[config.mk]
export PLATFORM = sky130hd
export DESIGN_NAME = mem_copy_dma
export DESIGN_NICKNAME = d
export VERILOG_FILES = /design/src/rtl/mem_copy_dma.sv
export SDC_FILE = /design/constraint.sdc
export NUM_CORES = 1
export LEC_CHECK = 0
export CAP_MARGIN = 5
export CORE_MARGIN = 2
export CORE_UTILIZATION = 50
export CTS_BUF_LIST = sky130_fd_sc_hd__clkbuf_4
export DETAILED_ROUTE_END_ITERATION = 8
export GPL_ROUTABILITY_DRIVEN = 1
export PLACE_DENSITY = 0.91
export SYNTH_ARGS = -nofsm -noshare
export SYNTH_HDL_FRONTEND = slang
export SYNTH_SLANG_ARGS = --single-unit
export TNS_END_PERCENT = 30
[constraint.sdc]
create_clock -name clk -period 3.45 [get_ports clk]
set_input_delay 0.5175 -clock clk [delete_from_list [all_inputs] [get_ports clk]]
set_output_delay 0.5175 -clock clk [all_outputs]
set_load 0.005 [all_outputs]
[src/rtl/mem_copy_dma.sv]
// Word-serial block copy initiator for the single-port block RAM; three cycles per word (read, latency, write).
// Optional MEM_COPY_DMA_CHECKSUM_EN adds a running sum of copied words; otherwise checksum reads 0.
module mem_copy_dma #(
   parameter int unsigned SIZE  = 14,
   parameter int unsigned LEN_W = 14
) (
   input  logic             clk,
   input  logic             rst,
   input  logic             start,
   input  logic [SIZE-1:0]  src_addr,
   input  logic [SIZE-1:0]  dst_addr,
   input  logic [LEN_W-1:0] len,
   output logic             busy,
   output logic             done,
   output logic [31:0]      checksum,
   output logic             wrEn,
   output logic [SIZE-1:0]  addr_toRam,
   output logic [31:0]      data_toRam,
   input  logic [31:0]      data_fromRam
);

   typedef enum logic [2:0] {StIdle, StRd, StLat, StWr, StDone} state_e;

   state_e           state_q;
   logic [SIZE-1:0]  src_q;      // next source address to read
   logic [SIZE-1:0]  dst_q;      // next destination address to write
   logic [LEN_W-1:0] rem_q;      // words still to be written, including the current one
   logic             busy_q;
   logic             done_q;
   logic             wr_en_q;
   logic [SIZE-1:0]  addr_q;
   logic [31:0]      wdata_q;

   always_ff @(posedge clk) begin
      if (rst) begin
         state_q <= StIdle;
         src_q   <= '0;
         dst_q   <= '0;
         rem_q   <= '0;
         busy_q  <= 1'b0;
         done_q  <= 1'b0;
         wr_en_q <= 1'b0;
         addr_q  <= '0;
         wdata_q <= '0;
      end else begin
         unique case (state_q)
            StIdle: begin
               if (start) begin
                  dst_q <= dst_addr;
                  rem_q <= len;
                  if (len == '0) begin
                     // Empty request: report completion without touching the bus.
                     done_q  <= 1'b1;
                     state_q <= StDone;
                  end else begin
                     busy_q  <= 1'b1;
                     addr_q  <= src_addr;
                     src_q   <= src_addr + SIZE'(1);
                     state_q <= StRd;
                  end
               end
            end
            StRd: begin
               state_q <= StLat;
            end
            StLat: begin
               // RAM has returned the word addressed during the read cycle.
               wdata_q <= data_fromRam;
               addr_q  <= dst_q;
               dst_q   <= dst_q + SIZE'(1);
               wr_en_q <= 1'b1;
               state_q <= StWr;
            end
            StWr: begin
               wr_en_q <= 1'b0;
               rem_q   <= rem_q - LEN_W'(1);
               if (rem_q == LEN_W'(1)) begin
                  busy_q  <= 1'b0;
                  done_q  <= 1'b1;
                  state_q <= StDone;
               end else begin
                  addr_q  <= src_q;
                  src_q   <= src_q + SIZE'(1);
                  state_q <= StRd;
               end
            end
            StDone: begin
               done_q  <= 1'b0;
               state_q <= StIdle;
            end
            default: begin
               busy_q  <= 1'b0;
               done_q  <= 1'b0;
               wr_en_q <= 1'b0;
               state_q <= StIdle;
            end
         endcase
      end
   end

`ifdef MEM_COPY_DMA_CHECKSUM_EN
   logic [31:0] sum_q;

   always_ff @(posedge clk) begin
      if (rst) begin
         sum_q <= '0;
      end else if (state_q == StIdle && start) begin
         sum_q <= '0;
      end else if (state_q == StLat) begin
         sum_q <= sum_q + data_fromRam;
      end
   end

   assign checksum = sum_q;
`else
   assign checksum = 32'h0;
`endif

   assign busy       = busy_q;
   assign done       = done_q;
   assign wrEn       = wr_en_q;
   assign addr_toRam = addr_q;
   assign data_toRam = wdata_q;

endmodule
## Word level (Yosys, flattened, before mapping)

Index checks and enable logic that the tools add are counted.

| word-level totals | value |
|---|---|
| flip-flop bits (word level) | 94 |
| input port bits | 77 |
| output and inout bits | 81 |
| word-level logic and storage cells | 64 |

| operators by class | value |
|---|---|
| add/subtract/negate cells | 4 |
| equality and inequality tests | 10 |
| muxes and demuxes | 25 |
| bitwise gates (word level) | 2 |
| reductions and logical operators | 14 |

Operators with widths:

| kind | number |
|---|---|
| 14-bit 2-to-1 mux | 8 |
| 14-bit case mux with 2 select lines | 3 |
| 14-bit by 1-bit adder with 14-bit output (second input constant) | 3 |
| 14-bit case mux with 3 select lines | 1 |
| 4-bit AND reduction | 4 |
| 14-bit by 1-bit == test with 1-bit output (second input constant) | 1 |
| 14-bit zero test | 1 |
| 14-bit by 1-bit subtractor with 14-bit output (second input constant) | 1 |
| 3-bit case mux with 4 select lines | 1 |
| 2-bit inequality test (second input constant) | 5 |
| 3-bit 2-to-1 mux | 3 |
| 3-bit by 2-bit == test with 1-bit output (second input constant) | 2 |
| 1-bit 2-to-1 mux | 6 |
| 1-bit case mux with 3 select lines | 2 |
| 3-bit OR reduction | 2 |
| 2-bit AND reduction | 2 |
| 2-bit nonzero test | 2 |
| 3-bit by 1-bit == test with 1-bit output (second input constant) | 1 |
| 3-bit == test (second input constant) | 1 |
| 3-bit zero test | 1 |
| 3-bit nonzero test | 1 |
| 1-bit NOT | 2 |
| 1-bit case mux with 2 select lines | 1 |
| 2-bit OR reduction | 1 |

## Logic depth before layout (Yosys ltp)

| depth | value |
|---|---|
| depth after elaboration | 4 |
| mapped depth | 13 |
| depth with buffers taken out | 9 |

## Worst setup path after synthesis

Ideal clock, no wire load.

| timing path | value |
|---|---|
| kind | register -> register |
| start point | register state_q[2] |
| end point | register src_q[12] |
| setup time | 74 ps |
| arrival time | 2416 ps |
| required time | 3376 ps |
| setup slack | 960 ps |
| stages on the path, launching flop included | 13 |
| buffers on the path | 5 |
| clock period less this slack | 2490 ps |
| cells stage by stage | dfxtp_1 buf_2 and3b_1 buf_4 buf_2 buf_2 nand2_1 nand2_1 ha_1 clkbuf_1 o21ai_1 or3_1 a31oi_1 |

| between the ends | value |
|---|---|
| word-level cells in the longest chain between the ends | 3 |
| elaborated cells on any way between the ends | 8 |
| classes of those cells | eq/ne: 4; mux: 1; reduce/logical: 3 |

RTL lines:

| item | RTL line | RTL |
|---|---|---|
| start: declaration | 24 | `state_e state_q;` |
| start signal: assignment | 36 | `state_q <= StIdle;` |
| start signal: assignment | 54 | `state_q <= StDone;` |
| start signal: assignment | 59 | `state_q <= StRd;` |
| 3-bit by 2-bit == test with 1-bit output / 3-bit zero test (equally long branches) | 46 | `unique case (state_q)` |
| 2-bit inequality test (no line) / 2-bit nonzero test (equally long branches) | n/a |  |
| 4-bit AND reduction (no line) | n/a |  |
| end signal: assignment | 58 | `src_q <= src_addr + SIZE'(1);` |
| end signal: assignment | 83 | `src_q <= src_q + SIZE'(1);` |
| end: declaration | 25 | `logic [SIZE-1:0] src_q;` |

Several ways; a longest one is shown, not always the timed one.
A chain may end at the register's enable or synchronous reset.

## Final worst setup path

| timing path | value |
|---|---|
| start point | register state_q[1] |
| end point | register src_q[8] |

Same word-level chain as after synthesis.

==> results.cfg <==
[placement]
place.port_buffers = 125
placed_area_um2 = 6660
gp_congestion = 0.895
dp.cells = 974
place_hpwl_um = 10600

[power]
design_power_total_mw = 3.15
cellLeakagePower_nw = 2.54
p_int_mw = 2.02
power_frac_seq = 0.445
power_switching_mw = 1.13
power.density_nw_per_um2 = 462
sw_frac_of_total = 0.359
combinationalPowerShare = 0.333
vdd.ir_drop.worst_mv = 0.304
clockPowerShare = 0.223

[critical_path]
crit_family = simple AND/OR/NAND/NOR gates
critPathRequiredTime_ns = 3.85
r2r_slack_ns = 0.85
rr_endpoint = src_q[8]
start_kind = flip-flop
rr_worst_depth = 10
crit_chain = and3b_1 > buf_4 > nand2_1 > nand2_1 > ha_1 > nand4_1 > nor3_1 > a21oi_1 > o22a_1 > a21oi_1
arrival_ns = 3.01
path_class = flip-flop to flip-flop
cp_slowest_cell = dfxtp_1
max_stage_delay_ns = 0.72
reg2reg_from = state_q[1]
critical_path_buf_inv_count = 1
worst_setup_path_end_kind = flip-flop
worstPathMaxFanout = 22

[cells_and_area]
post_route_cells_drive_above_1_share = 0.0447
final_cells = 990
final_common_cell = nand2_1
n_fill_cell = 910
final_cell_mix = nand2_1, clkdlybuf4s50_1, dfxtp_1
synthToLayoutAreaGrowth_pct = 23.6
design_area_um2 = 6820
antenna_cells = 0
fin_nets = 927

[synth]
synthCells = 755
synth_area_per_cell_um2 = 7.31
ys.flop_type = dfxtp_1
async_flop_share = 0
ys_types = 64
synthAdderAreaFrac = 0.0113
synth_xor_area_frac = 0.00317
synth_top_family_by_area = simple AND/OR/NAND/NOR gates
yosysSeqAreaShare = 0.341
synth_compound_area_frac = 0.220
yosys_warnings = 0
synth_edf_count = 0
yosys.area_share.simple = 0.266
synth-seq-cells = 94
netlist_area_um2 = 5520
synth_mux_area_frac = 0.0639

[floorplan]
die_w_um = 109
die_h_um = 109
core_um2 = 10800
row_count = 38
dieArea_um2 = 11900
start_util = 0.511
ios = 158

[grt]
grt_usage = 0.252
grt_pass1_wl_um = 23900
grt_overflow = 0
antenna_found_initial = 0
grt_max_degree = 60
first_global_vias = 5033

[routing]
num_vias = 5687
ant_nets = 0
wire_per_inst_um = 14.9
first_pass_iters = 5
drc = 0
routed_wirelength_um = 14800
viasPerCell = 5.74
drt_iter0_drc = 351

[clock_network]
post_cts.repair.setup_buffers = 0
hold_buffers = 0
insertion_delay_ns = 0.47
cts.sinks = 94
cts_tree = built
cts-root-buf = clkbuf_4
cts_buffer_depth = 2
cts_buffers = 9
clk_pin_slew_ns = 0.16
cts_max_level = 3
ctsResizeCount = 0

[timing]
whs_ns = 0.465
setup_violations = 0
period_needed_ns = 2.60
tightest_slew_ns = 0.849
slew_headroom = 0.434
setup_tns_ns = 0
finalCritPeriodShare = 0.754
hold_viol = 0
maxSlewViolCount = 0
max_freq_mhz = 385
rsz0062_at_grt = no
skew_ns = 0.0188

[min_path]
hold_class = flip-flop to flip-flop
min_path_cells = 2
hold_end = data_toRam[5]
hp-start = data_toRam[5]

[job]
drv_cap = 0

[status]
status = finished clean
tightest hold or removal path: stages (launching register included):
cell     delay, ns
dfxtp_1       0.34
nand2_1       0.05
a21oi_1       0.05
worst max path at each step:
stage | start | to | slack [ns] | cells past startpoint
detailed placement | len[3] | src_q[11] | 0.54 | 7
floorplan | state_q[2] | src_q[12] | 0.96 | 12
CTS | state_q[1] | src_q[8] | 0.85 | 10
global placement | len[3] | src_q[11] | 0.66 | 7
finish | state_q[1] | src_q[8] | 0.85 | 10
global route | state_q[1] | dst_q[1] | 0.62 | 6
metrics by stage:
stage	worst slack [ns]	utilization
2_1_floorplan	0.960	-
3_3_place_gp	0.658	0.617
3_5_place_dp	0.535	0.617
4_1_cts	0.855	0.632
5_1_grt	0.622	0.632
6_report	0.849	0.632
power groups by stage:
stage | logic, mW | registers (mW) | clock network, mW
after floorplan | 0.732 | 1.36 | 0
after global placement | 1.02 | 1.42 | 0
after detailed placement | 1.04 | 1.42 | 0
after CTS | 1.05 | 1.40 | 0.712
after global routing | 1.17 | 1.42 | 0.759
final | 1.05 | 1.40 | 0.701
synthesized netlist by cell type, types with 2 or more instances:
master,n,area (um^2)
nand4_1,14,87.6
nand2b_1,4,25.0
xnor2_1,2,17.5
ha_1,5,62.6
or3_1,5,31.3
nor2b_1,2,12.5
and4_1,4,35.0
o21ai_0,62,310
buf_4,35,263
mux2_2,2,22.5
a21o_1,4,30.0
dfxtp_1,94,1880
o22ai_1,5,31.3
a211oi_1,10,75.1
buf_2,16,80.1
nor3b_1,4,30.0
o21ai_1,4,20.0
a41oi_1,2,17.5
nor2_1,69,259
nand2_1,143,537
mux2i_1,33,330
a221oi_1,2,17.5
a22oi_1,9,67.6
clkbuf_1,33,124
nand3_1,23,115
nor2_2,2,12.5
nor4_1,12,75.1
o21a_1,3,22.5
a21oi_1,65,325
inv_1,10,37.5
o211ai_1,3,22.5
o31ai_1,5,37.5
nor3_1,16,80.1
and3_1,7,43.8
a31oi_1,17,106
final cells by class:
| class | count | area, um^2 | area share |
|---|---|---|---|
| clock buffer | 9 | 67.6 | 0.00990 |
| clock inverter | 7 | 97.6 | 0.0143 |
| sequential | 94 | 1880 | 0.276 |
| multi-input combinational | 596 | 3240 | 0.474 |
| timing repair buffer | 134 | 1330 | 0.194 |
| tap | 140 | 175 | 0.0257 |
| inverter | 10 | 37.5 | 0.00550 |
registers in the layout, indices dropped and copies added, names as in the netlist:
signal / count
data_toRam: 32
addr_toRam: 14
dst_q: 14
rem_q: 14
src_q: 14
state_q: 3
busy: 1
done: 1
wrEn: 1
cells by family (layout without fill, tap and decap cells):
group,after synthesis,count (layout)
and+or+nand+nor,317,317
DFF,94,94
buffers and inverters,96,160
other,1,32
adders and majority gates,5,5
xor gates and xnor gates,2,2
muxes,35,35
AOI/OAI and AO/OA,205,205
layer usage:
metal	vias to the layer above	share of wire	global-route usage
met4	0	0.010	0.0714
met1	2593	0.41	0.325
li1	2806	-	-
met5	-	0	0
met3	15	0.12	0.0891
met2	273	0.47	0.398
Power figures use the tool's default switching activity.
